**config.mk**
```make
export PLATFORM = sky130hd
export DESIGN_NAME = i2s_audio_bridge
export DESIGN_NICKNAME = d
export VERILOG_FILES = /design/src/rtl/i2s_audio_bridge.sv
export SDC_FILE = /design/constraint.sdc
export NUM_CORES = 1
export LEC_CHECK = 0
export CAP_MARGIN = 20
export CORE_MARGIN = 4
export CORE_UTILIZATION = 35
export DETAILED_ROUTE_END_ITERATION = 8
export GPL_ROUTABILITY_DRIVEN = 0
export SKIP_CTS_REPAIR_TIMING = 1
export SLEW_MARGIN = 20
export SYNTH_ARGS = -nofsm -noshare
export SYNTH_HDL_FRONTEND = slang
export SYNTH_SLANG_ARGS = --single-unit
```
**constraint.sdc**
```tcl
create_clock -name clk -period 2.4 [get_ports clk]
set_input_delay 0.36 -clock clk [delete_from_list [all_inputs] [get_ports clk]]
set_output_delay 0.36 -clock clk [all_outputs]
set_load 0.005 [all_outputs]
```
**src/rtl/i2s_audio_bridge.sv**
```systemverilog
// I2S master bridge between the 48 kHz parallel PCM interface and a stereo codec.
// Define I2S_RX_EN to build the ADC capture path (audio_li/audio_ri); otherwise they read 0.
module i2s_audio_bridge #(
  parameter int unsigned FRAME_CYCLES = 1250
) (
  input  logic        clk,
  input  logic        rstn,
  input  logic        audio_en,
  input  logic [15:0] audio_lo,
  input  logic [15:0] audio_ro,
  output logic [15:0] audio_li,
  output logic [15:0] audio_ri,
  output logic        i2s_bclk,
  output logic        i2s_lrck,
  output logic        i2s_sdo,
  input  logic        i2s_sdi,
  output logic        i2s_active,
  output logic        frame_err
);

  typedef enum logic {IDLE, RUN} state_t;

  state_t      state;
  logic [10:0] cyc;
  logic [10:0] acc;
  logic [6:0]  t;
  logic [15:0] tx_l;
  logic [15:0] tx_r;
  logic [11:0] s;
  logic [6:0]  p;
  logic        last_cyc;
  logic        toggle;
  logic        tx_bit;

  assign s        = {1'b0, acc} + 12'd128;
  // Period index for toggle t: rising t=2p, falling t=2p-1 both map to p.
  assign p        = 7'(({1'b0, t} + 8'd1) >> 1);
  assign last_cyc = (cyc == 11'(FRAME_CYCLES - 1));
  assign toggle   = (state == RUN) && !audio_en && !last_cyc && (s >= 12'(FRAME_CYCLES));

  always_comb begin
    tx_bit = 1'b0;
    if (p >= 7'd1 && p <= 7'd16)
      tx_bit = tx_l[4'(7'd16 - p)];
    else if (p >= 7'd33 && p <= 7'd48)
      tx_bit = tx_r[4'(7'd48 - p)];
  end

  always_ff @(posedge clk or negedge rstn) begin
    if (!rstn) begin
      state      <= IDLE;
      cyc        <= '0;
      acc        <= '0;
      t          <= '0;
      tx_l       <= '0;
      tx_r       <= '0;
      i2s_bclk   <= 1'b0;
      i2s_lrck   <= 1'b0;
      i2s_sdo    <= 1'b0;
      i2s_active <= 1'b0;
      frame_err  <= 1'b0;
    end else begin
      frame_err <= 1'b0;
      if (audio_en) begin
        frame_err  <= (state == RUN) && !last_cyc;
        state      <= RUN;
        i2s_active <= 1'b1;
        cyc        <= '0;
        acc        <= '0;
        t          <= '0;
        i2s_bclk   <= 1'b0;
        i2s_lrck   <= 1'b0;
        i2s_sdo    <= 1'b0;
        tx_l       <= audio_lo;
        tx_r       <= audio_ro;
      end else if (state == RUN) begin
        if (last_cyc) begin
          state      <= IDLE;
          i2s_active <= 1'b0;
          frame_err  <= 1'b1;
          i2s_bclk   <= 1'b0;
          i2s_lrck   <= 1'b0;
          i2s_sdo    <= 1'b0;
        end else begin
          cyc <= cyc + 11'd1;
          if (toggle) begin
            acc      <= 11'(s - 12'(FRAME_CYCLES));
            i2s_bclk <= ~i2s_bclk;
            t        <= t + 7'd1;
            if (t[0] && t != 7'd127) begin
              i2s_lrck <= (p >= 7'd32);
              i2s_sdo  <= tx_bit;
            end
          end else begin
            acc <= s[10:0];
          end
        end
      end
    end
  end

`ifdef I2S_RX_EN
  logic        sdi_meta;
  logic        sdi_sync;
  logic [15:0] rx_l;
  logic [15:0] rx_r;

  always_ff @(posedge clk or negedge rstn) begin
    if (!rstn) begin
      sdi_meta <= 1'b0;
      sdi_sync <= 1'b0;
      rx_l     <= '0;
      rx_r     <= '0;
      audio_li <= '0;
      audio_ri <= '0;
    end else begin
      sdi_meta <= i2s_sdi;
      sdi_sync <= sdi_meta;
      if (toggle && !t[0]) begin
        if (p >= 7'd1 && p <= 7'd16)
          rx_l <= {rx_l[14:0], sdi_sync};
        if (p >= 7'd33 && p <= 7'd48)
          rx_r <= {rx_r[14:0], sdi_sync};
        // Right LSB arrives on this same edge, so it is merged in directly.
        if (t == 7'd96) begin
          audio_li <= rx_l;
          audio_ri <= {rx_r[14:0], sdi_sync};
        end
      end
    end
  end
`else
  logic unused_sdi;
  assign unused_sdi = i2s_sdi;
  assign audio_li   = '0;
  assign audio_ri   = '0;
`endif

endmodule
```
==> run_results.csv, run 1 <==
group,metric,value,unit
run_status,status,"finished, final reports clean",
global_routing,grt_max_degree,44,
sta,maxSlewViolCount,0,
logic_synthesis,async_flop_share,100.0,%
setup_path,r2r_cells,9,
clock_tree,max-clock-path-buffers,2,
sta,fin_crit,2266,ps
routing,drc,0,
sta,min_period_over_period,94.42,%
die,die_h,111.4,um
clock_tree,numCtsBuffers,9,
sta,max_slew.worst_pin.slew,718.8,ps
cells_and_area,fin_nets,437,
routing,via_per_inst,4.682,
pwr,ir_drop,0.0003034,V
setup_path,crit_arrival,2520,ps
clock_tree,cts_tree,"done",
global_routing,grt_usage,11.99,%
global_routing,grt_overflow,0,
cells_and_area,register_area,1652,um2
die,coreArea,10370,um2
routing,drt-total-wl,7085,um
global_routing,grt_pass1_wl,12100,um
routing,firstDrtPassIters,4,
logic_synthesis,synthFlopType,"dfrtp_1",
logic_synthesis,netlist_instances,347,
setup_path,timing.rr.start,"t[1]",
clock_tree,htree_levels,3,
logic_synthesis,ys_seq_area_share,44.16,%
logic_synthesis,synth_largest_area_cell,"dfrtp_1",
setup_path,worstSetupStartpointType,"register",
setup_path,cp.required,2650,ps
setup_path,reg2reg_slack,130,ps
setup_path,crit_fanout,6,
die,die_x,111.4,um
cells_and_area,drive_above_1_share,22.36,%
cells_and_area,final_common_cell,"dfrtp_1",
clock_tree,clk_latency,340,ps
placement,dp.final_hpwl,5168,um
routing,drt_iter0_drc,113,
cells_and_area,layout_common_cells,"66 x dfrtp_1, 41 x nor2_1, 37 x clkdlybuf4s50_1",
sta,worst_hold_slack,71.01,ps
cells_and_area,syn_to_final_growth,18.47,%
sta,tns,0,ps
cells_and_area,num_antenna_cells,0,
sta,skew,9.002,ps
logic_synthesis,synthDistinctLibCells,49,
pwr,static-leakage-power,1.862,nW
setup_path,r2r_end,"i2s_sdo",
logic_synthesis,ys_top_cells_by_area,"dfrtp_1 44%, mux2_2 9.9%, buf_4 6.4%",
placement,port_buffers,39,
sta,setup_violations,0,
routing,avgRoutedWirePerCell,13.27,um
sta,clock.fmax,441.3,MHz
logic_synthesis,synth_edf_count,0,
clock_tree,cts_root_buf,"clkbuf_8",
logic_synthesis,synth-seq-cells,66,
cells_and_area,multi_input_area,1862,um2
run,drv_cap,0,
logic_synthesis,ys_warn_count,0,
routing,ant_nets,0,
global_routing,antenna_found_initial,0,
routing,vias,2500,
sta,rsz0062_at_grt,"no",
cells_and_area,fillers,984,
clock_tree,clkSinkCount,66,
die,rows,37,
die,initial_core_util,36.06,%
sta,slew_headroom,52.08,%
setup_path,crit_type,"reg -> reg",
logic_synthesis,avgSynthCellArea,10.78,um2
die,ioPinCount,73,
setup_path,critPathCaptureType,"register",
min_path,hold_path_class,"in -> async",
sta,hold_violations,0,
die,design.die.area,12400,um2
logic_synthesis,yosysTopAreaCellShare,44.16,%
global_routing,first_global_vias,2476,
clock_tree,clk_pin_slew,80,ps
logic_synthesis,synthesis.area,3740,um2
pwr,p_per_area,543.8,nW/um2
## logic make-up (layout without fill, tap and decap cells)
| logic type | Yosys count | count (layout) | share of synthesized area, % |
|---|---|---|---|
| AO/OA/AOI/OAI | 33 | 33 | 6.056 |
| other | 1 | 32 | 0.1003 |
| adder cells (fa/ha/maj) | 8 | 8 | 2.677 |
| flip-flops | 66 | 66 | 44.16 |
| buffers and inverters | 58 | 78 | 9.368 |
| AND/OR/NAND/NOR | 103 | 103 | 13.88 |
| XOR/XNOR | 33 | 33 | 7.929 |
| multiplexers | 45 | 45 | 15.82 |
## worst max-delay path by stage
stage                     start       to  slack (ps)  cells past startpoint
after floorplan            t[0]  i2s_sdo         120                      9
after global placement     t[1]  i2s_sdo         170                      9
after detailed placement   t[1]  i2s_sdo         160                      9
after CTS                  t[1]  i2s_sdo         130                      9
after global routing       t[1]  i2s_sdo           2                      9
final                      t[1]  i2s_sdo         130                      9
## worst max-delay path: stages, from the launching register on
cell and delay (ps):
dfrtp_1 430, ha_1 230, buf_4 170, or2_1 230, o22ai_2 120, a21oi_1 120
xnor2_2 310, mux2i_1 130, mux2_2 270, o211ai_1 170
## through the flow
| stage | setup WS [ps] | instance area, um2 | utilization, % | total power, mW | cells |
|---|---|---|---|---|---|
| after floorplan | 121.3 | 3856 | - | 1.424 | 378 |
| after global placement | 168.8 | 4229 | 40.78 | 1.501 | 518 |
| after detailed placement | 164.8 | 4229 | 40.78 | 1.509 | 518 |
| after CTS | 126.7 | 4423 | 42.65 | 2.444 | 534 |
| after global routing | 2.175 | 4431 | 42.72 | 2.532 | 534 |
| final | 133.9 | 4431 | 42.72 | 2.409 | 534 |
## layout make-up
class / count / share of cell area [%]
Clock buffer: 9 / 2.796
Clock inverter: 7 / 1.581
Inverter: 10 / 0.8472
Multi-Input combinational cell: 254 / 42.02
Sequential cell: 66 / 37.28
Tap cell: 136 / 3.841
Timing Repair Buffer: 52 / 11.64
## Yosys cell counts (2+ instances only)
| cell | count |
|---|---|
| inv_1 | 10 |
| clkbuf_1 | 6 |
| mux2_2 | 33 |
| o21ai_0 | 4 |
| mux2i_1 | 4 |
| nor3b_1 | 3 |
| buf_2 | 4 |
| a211oi_1 | 3 |
| nor4_1 | 2 |
| nand2_2 | 4 |
| buf_4 | 32 |
| nand3_1 | 9 |
| nand2b_1 | 5 |
| dfrtp_1 | 66 |
| nand2_1 | 19 |
| nand4_1 | 4 |
| xor2_1 | 14 |
| mux4_2 | 8 |
| buf_1 | 5 |
| ha_1 | 8 |
| nor2_1 | 41 |
| a21oi_1 | 14 |
| nor3_1 | 4 |
| xnor2_1 | 18 |
| nor2b_1 | 2 |
| o211ai_1 | 2 |
## per-layer routing
metal	wire, um	vias up	track usage (%)
met5	0	-	0
met4	109	0	4.623
met3	398	9	3.424
met2	3334	70	19.22
met1	3242	1214	15.40
li1	-	1207	-
## state kept, by name, summed over array words and instances (netlist names)
register	flops
i2s_sdo	1
t	7
cyc	11
tx_l	16
state	1
acc	10
i2s_active	1
tx_r	16
i2s_lrck	1
i2s_bclk	1
frame_err	1
## where the power goes
part	leakage (nW)	switching, mW	internal [mW]
Clock	0.0990	0.448	0.477
Combinational	0.932	0.113	0.156
Sequential	0.831	0.0396	1.18
Total	1.86	0.600	1.81
No activity file was read; power rests on OpenSTA's default activity.
==> run 2: changes to the inputs <==
--- a/config.mk
+++ b/config.mk
@@ -7,11 +7,11 @@
 export LEC_CHECK = 0
 export CAP_MARGIN = 20
 export CORE_MARGIN = 4
-export CORE_UTILIZATION = 35
+export CORE_UTILIZATION = 36
 export DETAILED_ROUTE_END_ITERATION = 8
 export GPL_ROUTABILITY_DRIVEN = 0
 export SKIP_CTS_REPAIR_TIMING = 1
-export SLEW_MARGIN = 20
+export SKIP_LAST_GASP = 1
 export SYNTH_ARGS = -nofsm -noshare
 export SYNTH_HDL_FRONTEND = slang
 export SYNTH_SLANG_ARGS = --single-unit
==> run 2 against run 1 <==
- critical path type unchanged
- fmax increased by 2.9%
- critical path depth decreased by 1
- clock power fell by 11%
- largest cell class unchanged
- first-iteration DRC count increased by 9.7%
==> run_results.csv, run 2 (synthesized netlist as in run 1, its figures left out) <==
group,metric,value,unit
die,ioPinCount,73,
global_routing,grt_usage,12.41,%
sta,slew_headroom,54.23,%
sta,hold_violations,0,
die,rows,36,
global_routing,grt_pass1_wl,11810,um
cells_and_area,syn_to_final_growth,17.03,%
setup_path,crit_top_cell,"ha_1",
sta,tns,0,ps
placement,placedCellCount,514,
placement,pre_cts_ws,173.8,ps
global_routing,first_global_vias,2527,
setup_path,critical_path_depth,8,
cells_and_area,instances_no_fill,530,
pwr,p_per_area,525.8,nW/um2
run_status,status,"finished, final reports clean",
sta,rsz0062_at_grt,"no",
clock_tree,numCtsBuffers,9,
clock_tree,clk_latency,340,ps
setup_path,crit_slowest_cell,"ha_1",
pwr,ir_drop,0.0002609,V
run,drv_cap,0,
global_routing,grt_overflow,0,
routing,drt_iter0_drc,124,
clock_tree,cts_root_buf,"clkbuf_8",
sta,max_slew.worst_pin.slew,686.5,ps
setup_path,cp_num_buf_inv,1,
routing,via_per_inst,4.732,
clock_tree,max-clock-path-buffers,2,
die,die_x,109.9,um
clock_tree,htree_levels,3,
sta,min_period_over_period,91.78,%
setup_path,critPathTopFamily,"adder cells",
routing,drt-total-wl,6951,um
clock_tree,clk_pin_slew,70,ps
setup_path,crit_fanout,6,
die,initial_core_util,37.57,%
setup_path,r2r_end,"i2s_sdo",
cells_and_area,final_common_cell,"dfrtp_1",
setup_path,timing.rr.start,"t[0]",
routing,vias,2508,
pwr,static-leakage-power,1.832,nW
routing,ant_nets,0,
cells_and_area,layout_common_cells,"66 x dfrtp_1, 41 x nor2_1, 37 x clkdlybuf4s50_1",
sta,setup_ws,197.3,ps
setup_path,path_cells,"ha_1 > xnor2_1 > ha_1 > buf_4 > mux4_2 > mux2i_1 > mux2_2 > o211ai_1",
cells_and_area,num_antenna_cells,0,
setup_path,r2r_cells,8,
sta,skew,10.21,ps
setup_path,critPathMaxStageDelay,460,ps
sta,maxSlewViolCount,0,
sta,setup_violations,0,
placement,dp.final_hpwl,5145,um
sta,fin_crit,2203,ps
min_path,hold_path_class,"in -> async",
cells_and_area,fin_nets,436,
cells_and_area,reg.largest.list,"tx_l x16, tx_r x16, cyc x11",
die,die_h,109.9,um
sta,clock.fmax,454.0,MHz
setup_path,reg2reg_slack,200,ps
cells_and_area,drive_above_1_share,21.66,%
setup_path,crit_type,"reg -> reg",
setup_path,crit_arrival,2410,ps
routing,avgRoutedWirePerCell,13.12,um
placement,port_buffers,39,
setup_path,worstSetupStartpointType,"register",
die,design.die.area,12080,um2
routing,firstDrtPassIters,4,
routing,drc,0,
setup_path,cp.required,2610,ps
global_routing,antenna_found_initial,0,
global_routing,grt_max_degree,41,
setup_path,critPathCaptureType,"register",
die,coreArea,9955,um2
clock_tree,clkSinkCount,66,
clock_tree,cts_tree,"done",
run 2: per-layer routing:
metal | track usage [%] | vias to the layer above | part of all wire, %
met5 | 0 | - | 0
met4 | 4.363 | 0 | 1.5
met3 | 3.582 | 11 | 5.8
met2 | 20.36 | 71 | 47
met1 | 15.57 | 1217 | 46
li1 | - | 1209 | -
run 2: cell type report:
| class | instances | area [um2] |
|---|---|---|
| Tap cell | 133 | 166.4 |
| Clock inverter | 5 | 30.03 |
| Fill cell | 937 | 5578 |
| Inverter | 10 | 37.54 |
| Timing Repair Buffer | 51 | 495.5 |
| Clock buffer | 11 | 141.4 |
| Sequential cell | 66 | 1652 |
| Multi-Input combinational cell | 254 | 1854 |
run 2: worst max-delay path by stage:
stage                     startpoint      end  slack [ps]
after CTS                       t[0]  i2s_sdo         160
after global placement          t[0]  i2s_sdo         190
after floorplan                 t[0]  i2s_sdo         120
after detailed placement        t[0]  i2s_sdo         170
after global routing            t[0]  i2s_sdo          10
final                           t[0]  i2s_sdo         200
run 2: through the flow:
stage          utilization (%)  power, mW  hold slack, ps  cell area [um2]
6_report                 43.97      2.301           58.90             4377
2_1_floorplan                -      1.424           64.41             3856
4_1_cts                  43.97      2.346           76.03             4377
5_1_grt                  43.97      2.426           105.7             4377
3_5_place_dp             42.24      1.509           449.1             4205
3_3_place_gp             42.24      1.500           437.9             4205
run 2: where the power goes:
group	internal (mW)	switching [mW]	leakage, nW
combinational	0.154	0.111	0.916
clock	0.398	0.422	0.0851
sequential	1.18	0.0400	0.831
total	1.73	0.573	1.83
==> run 3: changes to the inputs <==
--- a/config.mk
+++ b/config.mk
@@ -10,8 +10,10 @@
 export CORE_UTILIZATION = 36
 export DETAILED_ROUTE_END_ITERATION = 8
 export GPL_ROUTABILITY_DRIVEN = 0
+export GPL_TIMING_DRIVEN = 0
 export SKIP_CTS_REPAIR_TIMING = 1
 export SKIP_LAST_GASP = 1
 export SYNTH_ARGS = -nofsm -noshare
 export SYNTH_HDL_FRONTEND = slang
 export SYNTH_SLANG_ARGS = --single-unit
+export TNS_END_PERCENT = 10
==> run 3 against run 2 <==
- sequential power hardly changed
- clock skew shrank 0.69 ps
- critical path type unchanged
- global-route usage is 0.68 points higher
- fmax is essentially flat
==> run_results.csv, run 3 (synthesized netlist as in run 1, its figures left out) <==
group,metric,value,unit
sta,rsz0062_at_grt,"yes",
setup_path,reg2reg_slack,200,ps
die,ioPinCount,73,
global_routing,grt_pass1_wl,12400,um
die,rows,36,
placement,pre_cts_ws,-266.5,ps
pwr,p_switching,0.5717,mW
setup_path,crit_type,"reg -> reg",
setup_path,crit_arrival,2410,ps
pwr,ir_drop,0.0002749,V
placement,port_buffers,38,
placement,dp.final_hpwl,5317,um
routing,vias,2614,
die,die_h,109.9,um
clock_tree,clk_pin_slew,70,ps
sta,max_slew.worst_pin.slew,813.8,ps
setup_path,crit_fanout,7,
sta,setup_violations,0,
clock_tree,clk_latency,340,ps
die,die_x,109.9,um
pwr,combPwrFrac,12.5,%
sta,hold_violations,0,
cells_and_area,reg.largest.list,"tx_l x16, tx_r x16, cyc x11",
setup_path,r2r_end,"i2s_sdo",
setup_path,worstSetupStartpointType,"register",
routing,via_per_inst,4.627,
routing,drt-total-wl,7347,um
setup_path,path_cells,"ha_4 > xnor2_2 > ha_1 > xor2_2 > xnor2_2 > nand2b_1 > mux2i_1 > o211ai_1 > o211ai_1",
cells_and_area,fin_nets,472,
routing,ant_nets,0,
clock_tree,numCtsBuffers,9,
routing,firstDrtPassIters,4,
cells_and_area,fin_area,4648,um2
sta,skew,9.511,ps
clock_tree,cts_tree,"done",
global_routing,grt_max_degree,67,
setup_path,cp.required,2610,ps
cells_and_area,instances_no_fill,565,
sta,maxSlewViolCount,0,
die,initial_core_util,37.57,%
run,drv_cap,0,
die,design.die.area,12080,um2
sta,clock.fmax,454.0,MHz
sta,tns,0,ps
sta,fin_crit,2203,ps
clock_tree,max-clock-path-buffers,2,
setup_path,r2r_cells,9,
sta,min_period_over_period,91.77,%
clock_tree,clkSinkCount,66,
sta,slew_headroom,45.75,%
routing,avgRoutedWirePerCell,13.00,um
pwr,p_clk_share,37.4,%
global_routing,antenna_found_initial,0,
placement,dpl-instance-area,4400,um2
min_path,hold_path_class,"in -> async",
sta,setup_ws,197.5,ps
sta,worst_hold_slack,114.8,ps
pwr,pwr-share-seq,50.1,%
global_routing,grt_usage,13.09,%
cells_and_area,final_common_cell,"dfrtp_1",
cells_and_area,drive_above_1_share,26.85,%
setup_path,critPathCaptureType,"register",
pwr,p_per_area,523.0,nW/um2
global_routing,first_global_vias,2575,
cells_and_area,layout_common_cells,"65 x dfrtp_1, 41 x nor2_1, 37 x clkdlybuf4s50_1",
clock_tree,htree_levels,3,
routing,drt_iter0_drc,87,
pwr,swShare,23.52,%
placement,placedCellCount,549,
setup_path,crit_slowest_cell,"dfrtp_1",
setup_path,critPathMaxStageDelay,450,ps
pwr,static-leakage-power,1.999,nW
pwr,p_total,2.431,mW
clock_tree,cts_root_buf,"clkbuf_8",
die,coreArea,9955,um2
run_status,status,"finished, final reports clean",
pwr,internal_power,1.859,mW
cells_and_area,num_antenna_cells,0,
cells_and_area,final_core_util,46.69,%
cells_and_area,syn_to_final_growth,24.29,%
routing,drc,0,
setup_path,timing.rr.start,"t[1]",
global_routing,grt_overflow,0,
-- run 3: cell types whose count changed in the layout (fill, tap and decap cells not counted), moves of 2 or more --
cell / delta
buf_12: -2
buf_4: +26
ha_1: -2
clkinvlp_4: -2
buf_1: +5
clkbuf_1: +6
ha_4: +2
xnor2_1: -2
xnor2_2: +2
-- run 3: layer usage --
metal | part of all wire, % | GRT usage [%]
met5 | 0 | 0
met4 | 1.7 | 4.809
met2 | 45 | 20.75
met1 | 45 | 16.94
met3 | 7.9 | 3.817
-- run 3: cell type report --
cell class / instances / area [um2]
buffer: 47 / 311.5
clock buffer: 12 / 145.1
clock inverter: 3 / 40.04
fill: 949 / 5306
inverter: 10 / 37.54
multi-input combinational: 254 / 1902
sequential: 66 / 1653
tap: 133 / 166.4
timing repair buffer: 40 / 392.9
-- run 3: worst max-delay path by stage --
stage            from  endpoint  slack, ps  depth (start not counted)
6_report         t[1]   i2s_sdo        200                          9
4_1_cts          t[0]   i2s_sdo       -280                          9
3_5_place_dp     t[0]   i2s_sdo       -270                          9
2_1_floorplan    t[0]   i2s_sdo        120                          9
5_1_grt        cyc[1]   cyc[10]         -1                          9
3_3_place_gp     rstn   tx_r[1]      -1290                          1
-- run 3: worst max-delay path: cells and delay by family (launching register included) --
kind | cells | cell delay, ps
xor+xnor | 3 | 640
simple gates | 1 | 140
fa+ha+maj | 2 | 490
flops | 1 | 450
compound gates | 2 | 280
mux | 1 | 70
-- run 3: power by group through the flow --
stage | Sequential [mW] | Combinational [mW] | Clock (mW)
finish | 1.22 | 0.304 | 0.909
global route | 1.23 | 0.340 | 0.981
CTS | 1.22 | 0.306 | 0.938
detailed placement | 1.24 | 0.304 | 0
global placement | 1.24 | 0.301 | 0
floorplan | 1.23 | 0.199 | 0
